$ cat src/rtl/cordic_div_seq.sv
// Two-entry-capable synchronous FIFO of opaque W-bit words with occupancy tracking.
// Latency: a word pushed on one edge is visible at rd_dat from the next cycle.
// Backpressure: wr_rdy drops when full; rd_vld holds the head until rd_rdy pops it.
module sync_fifo #(
    parameter int W     = 8,
    parameter int DEPTH = 2
) (
    input  logic         clk,
    input  logic         rst,
    input  logic         wr_vld,
    output logic         wr_rdy,
    input  logic [W-1:0] wr_dat,
    output logic         rd_vld,
    input  logic         rd_rdy,
    output logic [W-1:0] rd_dat
);
    localparam int AW = (DEPTH > 1) ? $clog2(DEPTH) : 1;
    localparam logic [AW:0]   CNT_FULL = (AW+1)'(DEPTH);
    localparam logic [AW:0]   CNT_ONE  = (AW+1)'(1);
    localparam logic [AW-1:0] PTR_LAST = AW'(DEPTH - 1);
    localparam logic [AW-1:0] PTR_ONE  = AW'(1);

    logic [W-1:0]  mem [DEPTH];
    logic [AW-1:0] wr_ptr;
    logic [AW-1:0] rd_ptr;
    logic [AW:0]   cnt;
    logic          push;
    logic          pop;

    assign wr_rdy = (cnt != CNT_FULL);
    assign rd_vld = (cnt != '0);
    assign rd_dat = mem[rd_ptr];
    assign push   = wr_vld && wr_rdy;
    assign pop    = rd_vld && rd_rdy;

    always_ff @(posedge clk) begin
        if (rst) begin
            wr_ptr <= '0;
            rd_ptr <= '0;
            cnt    <= '0;
            for (int i = 0; i < DEPTH; i++) begin
                mem[i] <= '0;
            end
        end else begin
            if (push) begin
                mem[wr_ptr] <= wr_dat;
                wr_ptr      <= (wr_ptr == PTR_LAST) ? '0 : wr_ptr + PTR_ONE;
            end
            if (pop) begin
                rd_ptr <= (rd_ptr == PTR_LAST) ? '0 : rd_ptr + PTR_ONE;
            end
            case ({push, pop})
                2'b10:   cnt <= cnt + CNT_ONE;
                2'b01:   cnt <= cnt - CNT_ONE;
                default: cnt <= cnt;
            endcase
        end
    end
endmodule

// Sequencer in front of the CORDIC y/x divider: screens operands, runs the divider, signs/saturates.
// Latency: bypass result valid 2 cycles after accept; divided result 1 cycle after div_rdy.
// Backpressure: one op in flight; s_ready only in IDLE with FIFO not full; m_ready low stalls intake.
module cordic_div_seq #(
    parameter int DWIDTH    = 16,
    parameter int ACCURANCY = 8
) (
    input  logic                 clk,
    input  logic                 rst,
    input  logic                 s_valid,
    output logic                 s_ready,
    input  logic [DWIDTH-1:0]    s_x,
    input  logic [DWIDTH-1:0]    s_y,
    output logic                 m_valid,
    input  logic                 m_ready,
    output logic [ACCURANCY-1:0] m_res,
    output logic                 m_sat,
    output logic [DWIDTH-1:0]    div_x,
    output logic [DWIDTH-1:0]    div_y,
    output logic                 div_req,
    input  logic [ACCURANCY-1:0] div_res,
    input  logic                 div_rdy
);
    localparam logic [DWIDTH-1:0]    OPD_MIN    = {1'b1, {(DWIDTH-1){1'b0}}};
    localparam logic [DWIDTH-1:0]    OPD_MIN_P1 = {1'b1, {(DWIDTH-2){1'b0}}, 1'b1};
    localparam logic [ACCURANCY-1:0] RES_MAX    = {1'b0, {(ACCURANCY-1){1'b1}}};
    localparam logic [ACCURANCY-1:0] RES_MIN    = {1'b1, {(ACCURANCY-2){1'b0}}, 1'b1};

    typedef struct packed {
        logic [ACCURANCY-1:0] res;
        logic                 sat;
    } q_ent_t;

    typedef enum logic [1:0] {
        ST_IDLE = 2'd0,
        ST_SAT  = 2'd1,
        ST_REQ  = 2'd2,
        ST_GAP  = 2'd3
    } state_t;

    state_t state;
    state_t state_nxt;

    logic                 accept;
    logic                 fifo_wr_rdy;
    logic                 push_vld;
    q_ent_t               push_dat;
    q_ent_t               head;
    q_ent_t               byp_ent;
    q_ent_t               norm_ent;

    logic [DWIDTH-1:0]    cx;
    logic [DWIDTH-1:0]    cy;
    logic [DWIDTH-1:0]    ax_in;
    logic [DWIDTH-1:0]    ay_in;
    logic                 bypass_in;
    logic [DWIDTH-1:0]    ax_q;
    logic [DWIDTH-1:0]    ay_q;
    logic                 sgn_q;
    logic                 mag_over;
    logic [ACCURANCY-1:0] mag;

    assign s_ready = !rst && (state == ST_IDLE) && fifo_wr_rdy;
    assign accept  = s_valid && s_ready;

    // Folding the most negative operand keeps |x| and |y| representable in DWIDTH-1 bits.
    assign cx        = (s_x == OPD_MIN) ? OPD_MIN_P1 : s_x;
    assign cy        = (s_y == OPD_MIN) ? OPD_MIN_P1 : s_y;
    assign ax_in     = cx[DWIDTH-1] ? -cx : cx;
    assign ay_in     = cy[DWIDTH-1] ? -cy : cy;
    assign bypass_in = (ax_in == '0) || (ay_in >= ax_in);

    always_ff @(posedge clk) begin
        if (rst) begin
            state <= ST_IDLE;
        end else begin
            state <= state_nxt;
        end
    end

    always_comb begin
        state_nxt = state;
        push_vld  = 1'b0;
        push_dat  = '0;
        unique case (state)
            ST_IDLE: begin
                if (accept) begin
                    state_nxt = bypass_in ? ST_SAT : ST_REQ;
                end
            end
            ST_SAT: begin
                push_vld  = 1'b1;
                push_dat  = byp_ent;
                state_nxt = ST_IDLE;
            end
            ST_REQ: begin
                if (div_rdy) begin
                    push_vld  = 1'b1;
                    push_dat  = norm_ent;
                    state_nxt = ST_GAP;
                end
            end
            ST_GAP: begin
                state_nxt = ST_IDLE;
            end
            default: begin
                state_nxt = ST_IDLE;
            end
        endcase
    end

    // div_req follows the next state so it drops on the same edge that captures div_rdy.
    always_ff @(posedge clk) begin
        if (rst) begin
            div_x   <= '0;
            div_y   <= '0;
            ax_q    <= '0;
            ay_q    <= '0;
            sgn_q   <= 1'b0;
            div_req <= 1'b0;
        end else begin
            div_req <= (state_nxt == ST_REQ);
            if (accept) begin
                div_x <= cx;
                div_y <= cy;
                ax_q  <= ax_in;
                ay_q  <= ay_in;
                sgn_q <= s_x[DWIDTH-1] ^ s_y[DWIDTH-1];
            end
        end
    end

    always_comb begin
        byp_ent.res = '0;
        byp_ent.sat = (ax_q == '0);
        if (ay_q != '0) begin
            byp_ent.res = sgn_q ? RES_MIN : RES_MAX;
            byp_ent.sat = 1'b1;
        end
    end

    // Negating zero yields zero, so a zero magnitude never turns into a signed result.
    assign mag_over     = div_res[ACCURANCY-1];
    assign mag          = mag_over ? RES_MAX : div_res;
    assign norm_ent.res = sgn_q ? -mag : mag;
    assign norm_ent.sat = mag_over;

    sync_fifo #(
        .W     ($bits(q_ent_t)),
        .DEPTH (2)
    ) u_fifo (
        .clk    (clk),
        .rst    (rst),
        .wr_vld (push_vld),
        .wr_rdy (fifo_wr_rdy),
        .wr_dat (push_dat),
        .rd_vld (m_valid),
        .rd_rdy (m_ready),
        .rd_dat (head)
    );

    assign m_res = head.res;
    assign m_sat = head.sat;
endmodule

$ cat config.mk
export PLATFORM = sky130hd
export DESIGN_NAME = cordic_div_seq
export DESIGN_NICKNAME = d
export VERILOG_FILES = /design/src/rtl/cordic_div_seq.sv
export SDC_FILE = /design/constraint.sdc
export NUM_CORES = 1
export LEC_CHECK = 0
export CELL_PAD_IN_SITES_DETAIL_PLACEMENT = 1
export CELL_PAD_IN_SITES_GLOBAL_PLACEMENT = 2
export CORE_MARGIN = 2
export CORE_UTILIZATION = 34
export DETAILED_ROUTE_END_ITERATION = 10
export PLACE_DENSITY_LB_ADDON = 0.2
export SLEW_MARGIN = 20
export SYNTH_ARGS = -nofsm -noshare
export SYNTH_HDL_FRONTEND = slang
export SYNTH_HIERARCHICAL = 1
export SYNTH_SLANG_ARGS = --single-unit
$ cat constraint.sdc
create_clock -name clk -period 6.5 [get_ports clk]
set_clock_uncertainty 0.05 [all_clocks]
set_input_delay 0.975 -clock clk [delete_from_list [all_inputs] [get_ports clk]]
set_output_delay 0.975 -clock clk [all_outputs]
set_load 0.05 [all_outputs]
# Yosys cells after proc, flatten, opt, wreduce, memory -nomap -nowiden
# Memory sizes are Yosys's and may differ from the RTL's. A register that Yosys moved wholly into a read port is not among the register bits.
# Index checks and enable logic that the tools add are counted.
[totals] reg_bits=72 mem_bits_rw=18 mem_count=1
[op_classes] n_addsub=7 order_cmp=1 n_eq_ne=9 muxes=29 n_bitwise=1 n_reduce_logical=15
[mem_list] name="u_fifo.mem" depth=2 word_bits=9 rd=1 rd_clocked_by_memory_dff=1 wr=2 line="23" text="logic [W-1:0] mem [DEPTH];"
[ops] op="$mux W16" count=4
[ops] op="$eq A16 B16 Y1 const B" count=2
[ops] op="$logic_not A16 Y1" count=2
[ops] op="$neg A16 Y16" count=2
[ops] op="$mux W9" count=3
[ops] op="$pmux W9 S2" count=1
[ops] op="$ge A16 B16 Y1" count=1
[ops] op="$mux W8" count=2
[ops] op="$reduce_bool A16 Y1" count=1
[ops] op="$mux W1" count=12
[ops] op="$reduce_or A9 Y1" count=1
[ops] op="$eq A2 B2 Y1 const B" count=4
[ops] op="$neg A7 Y8" count=1
[ops] op="$mux W7" count=1
[ops] op="$mux W2" count=3
[ops] op="$pmux W2 S3" count=1
[ops] op="$logic_and A1 B1 Y1" count=5
[ops] op="$eq A2 B1 Y1 const B" count=2
[ops] op="$pmux W2 S2" count=1
[ops] op="$reduce_bool A2 Y1" count=2
[ops] op="$add A1 B1 Y1 const B" count=2
[ops] op="$add A2 B1 Y2 const B" count=1
[ops] op="$logic_not A2 Y1" count=1
[ops] op="$ne A2 B2 Y1 const B" count=1
[ops] op="6 further kinds" count=6

# Logic depth before layout (Yosys ltp)
[logic_depth] word_depth=10 ltp_mapped=17

# By module
# The synthesis kept the hierarchy.
[by_module_without_submodules] mod="cordic_div_seq" n_inst=1 cells_each=515 area_each_um2=4105.2 seq_area_each_um2=1321.3
[by_module_without_submodules] mod="sync_fifo" n_inst=1 cells_each=82 area_each_um2=1017.2 seq_area_each_um2=640.6

# Least setup slack after synthesis
# Ideal clock, no wire load.
[synth_timing] kind="input to register" from="input port s_x[4]" to="register state[0]" setup_time_ns=0.115 arrival_time_ns=4.252 required_time_ns=6.335 slack_ns=2.084 stages=17 path_cell_list="buf_6 -> or4_4 -> buf_6 -> nor3_1 -> a31oi_1 -> ha_1 -> or4b_1 -> nor4_1 -> or3_1 -> and2_1 -> ha_1 -> and4_1 -> nand2_1 -> o211ai_1 -> a311oi_1 -> o41ai_2 -> o21a_1"
[synth_between] elab_chain_len=9 word_cells_on_any_way=10
[synth_lines] element="from (decl)" line="72" text="input logic [DWIDTH-1:0] s_x,"
[synth_lines] element="$eq A16 B16 Y1" line="127" text="assign cx = (s_x == OPD_MIN) ? OPD_MIN_P1 : s_x;"
[synth_lines] element="$mux W16 (*)" line="127"
[synth_lines] element="$neg A16 Y16" line="129" text="assign ax_in = cx[DWIDTH-1] ? -cx : cx;"
[synth_lines] element="$mux W16 (*)" line="129"
[synth_lines] element="$ge A16 B16 Y1 / $logic_not A16 Y1 (equally long branches)" line="131" text="assign bypass_in = (ax_in == '0) || (ay_in >= ax_in);"
[synth_lines] element="$logic_or A1 B1 Y1 (*)" line="131"
[synth_lines] element="$mux W2 (*)" line="148" text="state_nxt = bypass_in ? ST_SAT : ST_REQ;"
[synth_lines] element="$mux W2 (*)" line="147" text="if (accept) begin"
[synth_lines] element="$pmux W2 S3 (*)" line="145" text="unique case (state)"
[synth_lines] element="to (signal assigned)" line="137" text="state <= state_nxt;"
[synth_lines] element="to (decl)" line="101" text="state_t state;"
# Mark *: on every way between the ends. The rest lies on a longest branch, timed or not.
# A chain may end at the register's enable or synchronous reset.

# Worst setup path in the final report
[layout_timing] from="input port s_x[3]" to="register state[0]"
# The elaborated chain is that of the path after synthesis.

==> impl_results.html <==
<table>
<tr><th>Metric</th><th>Value</th></tr>
<tr><th colspan="2">Detailed routing</th></tr>
<tr><td>Final routed DRC violation total</td><td>0</td></tr>
<tr><td>Ratio of routed vias to standard cells</td><td>5.33</td></tr>
<tr><td>DR WL/cell</td><td>17.7 µm</td></tr>
<tr><td>Number of design-rule violations left by the first detailed-router iteration</td><td>182</td></tr>
<tr><td>Number of nets still failing antenna checks after routing</td><td>0</td></tr>
<tr><td>Total vias in the final route</td><td>4,533</td></tr>
<tr><td>Detailed Route WL</td><td>15.1 mm</td></tr>
<tr><td>Total iterations of the first detailed-routing run</td><td>4</td></tr>
<tr><th colspan="2">Yosys</th></tr>
<tr><td>Number of enable-type register cells in the synthesized netlist</td><td>18</td></tr>
<tr><td>Total of warnings raised by yosys</td><td>6</td></tr>
<tr><td>Syn Std Cell Area</td><td>5120 µm²</td></tr>
<tr><td>Main synth FF type</td><td>sky130_fd_sc_hd__dfxtp_1</td></tr>
<tr><td>Average instance area after synthesis</td><td>8.58 µm²</td></tr>
<tr><td>Synth Net Count</td><td>666</td></tr>
<tr><td>Portion of the post-synthesis area used by sequential elements</td><td>0.383</td></tr>
<tr><td>Flip-flop and latch count after synthesis</td><td>89</td></tr>
<tr><td>Distinct cell type count of the synthesized netlist</td><td>61</td></tr>
<tr><td>Post-synthesis cell count</td><td>597</td></tr>
<tr><td>Post-synthesis async set-or-reset flop share</td><td>0</td></tr>
<tr><th colspan="2">GRT</th></tr>
<tr><td>First-pass GRT wire length</td><td>24.9 mm</td></tr>
<tr><td>Residual overflow from global routing</td><td>0</td></tr>
<tr><td>GRT Resource Usage Total</td><td>0.195</td></tr>
<tr><td>Via count of the first global-routing pass</td><td>4,671</td></tr>
<tr><td>Largest net degree at the start of global routing</td><td>83</td></tr>
<tr><td>Antenna violations before repair</td><td>0</td></tr>
<tr><th colspan="2">Floorplan</th></tr>
<tr><td>Die area</td><td>16,100 µm²</td></tr>
<tr><td>Core Area</td><td>14,600 µm²</td></tr>
<tr><td>Starting Density</td><td>0.350</td></tr>
<tr><td>Width of the die</td><td>127 µm</td></tr>
<tr><td>Overall die height</td><td>127 µm</td></tr>
<tr><td>Standard-cell row count</td><td>44</td></tr>
<tr><td>Boundary Pins</td><td>89</td></tr>
<tr><th colspan="2">Timing</th></tr>
<tr><td>Tightest Pin Transition</td><td>0.787 ns</td></tr>
<tr><td>Total negative slack for setup checks</td><td>0 ns</td></tr>
<tr><td>Part of the cycle the worst path needs</td><td>0.806</td></tr>
<tr><td>Setup violators final</td><td>0</td></tr>
<tr><td>Final number of hold-violating endpoints</td><td>0</td></tr>
<tr><td>Timing-limited maximum frequency</td><td>0.191 GHz</td></tr>
<tr><td>Final period demand of the worst path</td><td>5.24 ns</td></tr>
<tr><td>Tightest slew margin relative to the limit</td><td>0.475</td></tr>
<tr><td>Setup repair after global routing missed its margin</td><td>false</td></tr>
<tr><td>Final slew viol count</td><td>0</td></tr>
<tr><td>Hold WS</td><td>0.427 ns</td></tr>
<tr><th colspan="2">Final layout</th></tr>
<tr><td>Most common cell after layout, fill and taps aside</td><td>sky130_fd_sc_hd__clkdlybuf4s50_1</td></tr>
<tr><td>Most frequent cells in the layout</td><td>sky130_fd_sc_hd__clkdlybuf4s50_1, sky130_fd_sc_hd__nand2_1, sky130_fd_sc_hd__dfxtp_1</td></tr>
<tr><td>Fin cells</td><td>850</td></tr>
<tr><td>Area growth, synth to finish</td><td>24.2%</td></tr>
<tr><td>Final Net Count</td><td>730</td></tr>
<tr><td>Number of antenna repair diodes</td><td>0</td></tr>
<tr><td>Share of final-layout standard cells stronger than drive strength 1</td><td>0.0676</td></tr>
<tr><th colspan="2">Setup path</th></tr>
<tr><td>Worst EP arrival</td><td>5.44 ns</td></tr>
<tr><td>Most frequent cell on the critical path</td><td>sky130_fd_sc_hd__ha_1</td></tr>
<tr><td>CP Cell Sequence</td><td>clkdlybuf4s50_1 -&gt; or4_4 -&gt; nor3_1 -&gt; a31oi_1 -&gt; ha_1 -&gt; or4b_1 -&gt; o41ai_1 -&gt; xor2_1 -&gt; ha_1 -&gt; and4_1 -&gt; nand2_1 -&gt; o211ai_1 -&gt; a311oi_1 -&gt; o41ai_2 -&gt; o21a_1</td></tr>
<tr><td>Crit path max-delay cell type</td><td>sky130_fd_sc_hd__clkdlybuf4s50_1</td></tr>
<tr><td>Crit. End Element</td><td>register</td></tr>
<tr><td>Required time at the worst-slack endpoint</td><td>6.70 ns</td></tr>
<tr><td>CP Buf/Inv Count</td><td>1</td></tr>
<tr><td>Max Fanout on Critical Path</td><td>13</td></tr>
<tr><td>Critical path's largest stage delay</td><td>0.76 ns</td></tr>
<tr><td>Type of origin of the critical path</td><td>input port</td></tr>
<tr><td>Worst setup path class</td><td>input port to register</td></tr>
<tr><td>Cell family with most CP delay</td><td>compound AO/OA/AOI/OAI gates</td></tr>
<tr><th colspan="2">Clocking</th></tr>
<tr><td>Root buf cell</td><td>sky130_fd_sc_hd__clkbuf_16</td></tr>
<tr><td>H-tree lvl count</td><td>3</td></tr>
<tr><td>Clock network latency to the later pin of the worst-skew pair</td><td>0.35 ns</td></tr>
<tr><td>Clock tree from TritonCTS</td><td>yes</td></tr>
<tr><td># clock sinks</td><td>89</td></tr>
<tr><td>CTS clk-pin slew, worst paths</td><td>0.07 ns</td></tr>
<tr><td>Post-CTS Hold Fix Bufs</td><td>0</td></tr>
<tr><td>Maximum buffer depth of the clock tree</td><td>2</td></tr>
<tr><td>Post-cts gate resize count</td><td>0</td></tr>
<tr><td>Setup bufs post-CTS</td><td>0</td></tr>
<tr><td>Clock buffer count from CTS</td><td>9</td></tr>
<tr><th colspan="2">Power</th></tr>
<tr><td>Highest ir drop seen on vdd</td><td>0.173 mV</td></tr>
<tr><td>Internal</td><td>1.23 mW</td></tr>
<tr><td>Power density normalized to cell area</td><td>323 nW/µm²</td></tr>
<tr><td>Part of the total power dissipated in combinational logic</td><td>0.395</td></tr>
<tr><td>Static Leak</td><td>2.39 nW</td></tr>
<tr><td>Sequential power share</td><td>0.357</td></tr>
<tr><td>Share of total power in the clock network</td><td>0.248</td></tr>
<tr><td>Final Power</td><td>2.06 mW</td></tr>
<tr><td>Net switching power figure</td><td>0.825 mW</td></tr>
<tr><td>Proportion of total power due to net switching</td><td>0.401</td></tr>
<tr><th colspan="2">Placement</th></tr>
<tr><td>Placed wire-length estimate after detailed placement</td><td>10.8 mm</td></tr>
<tr><td>Cell count after placement</td><td>834</td></tr>
<tr><td>Port-buffer cells</td><td>88</td></tr>
<tr><td>Final estimated routing congestion in global placement</td><td>0.795</td></tr>
<tr><th colspan="2">Status</th></tr>
<tr><td>Result of the run</td><td>completed</td></tr>
<tr><th colspan="2">Worst hold path</th></tr>
<tr><td>Worst min path class</td><td>register to register</td></tr>
<tr><th colspan="2">Run</th></tr>
<tr><td>Number of maximum-capacitance constraint violations</td><td>0</td></tr>
</table>
[power groups by stage]
| stage | Sequential (mW) | Combinational, mW | Clock (mW) |
|---|---|---|---|
| after floorplan | 0.855 | 0.440 | 0 |
| after global placement | 0.741 | 0.803 | 0 |
| after detailed placement | 0.747 | 0.816 | 0 |
| after CTS | 0.735 | 0.821 | 0.528 |
| after global routing | 0.748 | 0.888 | 0.551 |
| final | 0.733 | 0.812 | 0.509 |
[cell type report]
type / instances / area (µm²)
Tap cell: 184 / 230
Timing Repair Buffer: 92 / 906
Multi-Input combinational cell: 456 / 2930
Clock inverter: 7 / 58.8
Fill cell: 1725 / 8280
Sequential cell: 89 / 1960
Inverter: 13 / 48.8
Clock buffer: 9 / 225
[cells in the mapped netlist (9+ instances only)]
cell type                  number  share of area
sky130_fd_sc_hd__nor3b_1        9          0.013
sky130_fd_sc_hd__nand3b_1      57          0.084
sky130_fd_sc_hd__mux2_2        10          0.022
sky130_fd_sc_hd__a21oi_1       19          0.019
sky130_fd_sc_hd__nor2_1        45          0.033
sky130_fd_sc_hd__inv_1         13         0.0095
sky130_fd_sc_hd__o21ai_0       49          0.048
sky130_fd_sc_hd__nand2b_1      16          0.020
sky130_fd_sc_hd__nor4_1        15          0.018
sky130_fd_sc_hd__edfxtp_1      18           0.11
sky130_fd_sc_hd__clkbuf_1      28          0.021
sky130_fd_sc_hd__xnor2_1       15          0.026
sky130_fd_sc_hd__ha_1          24          0.059
sky130_fd_sc_hd__nand2_1       77          0.056
sky130_fd_sc_hd__xor2_1        10          0.017
sky130_fd_sc_hd__dfxtp_1       71           0.28
[metal layers]
layer | vias up | wire length, µm | track usage
li1 | 2266 | - | -
met4 | 0 | 319 | 0.0750
met3 | 18 | 455 | 0.0316
met2 | 78 | 7310 | 0.331
met1 | 2171 | 6990 | 0.249
met5 | - | 0 | 0
[flip-flops by register name, summed over array words and instances, names as in the netlist, named ones only]
register,flops
div_req,1
sgn_q,1
div_x,16
ay_q,15
state,2
div_y,16
ax_q,15
u_fifo/rd_ptr,1
u_fifo/wr_ptr,1
u_fifo/cnt,2
u_fifo/mem,18
[worst register-to-register path, stage by stage, from the launching register on]
cell and delay, ns:
sky130_fd_sc_hd__dfxtp_1 0.34, sky130_fd_sc_hd__inv_1 0.11, sky130_fd_sc_hd__ha_1 0.20, sky130_fd_sc_hd__and2_1 0.34, sky130_fd_sc_hd__o21a_1 0.26, sky130_fd_sc_hd__nand3b_1 0.38
sky130_fd_sc_hd__nand2b_1 0.52
[per-stage QoR]
stage / setup slack [ns] / cell area (µm²) / util
global route: 0.879 / 6360 / 0.435
floorplan: 2.08 / 5120 / -
CTS: 1.28 / 6360 / 0.435
global placement: 1.09 / 6080 / 0.415
finish: 1.26 / 6360 / 0.435
detailed placement: 0.885 / 6080 / 0.415
[logic make-up after synthesis]
kind of cell,Yosys count,synth area share
AND/OR/NAND/NOR,271,0.292
buffers and inverters,52,0.0445
flip-flops,89,0.383
AO/OA/AOI/OAI,123,0.154
multiplexers,11,0.0239
other,2,0.00147
adder cells (fa/ha/maj),24,0.0586
XOR/XNOR,25,0.0427
[final timing paths]
check	start	to	slack, ns	cells after the start
setup / recovery	s_x[3]	state[0]	1.26	15
hold / removal	div_x[9]	div_x[9]	0.43	2
setup reg to reg	state[0]	u_fifo/mem[0][2]	3.95	6
hold reg to reg	div_x[9]	div_x[9]	0.43	2
Note: power is estimated with default switching activity, not from simulation.
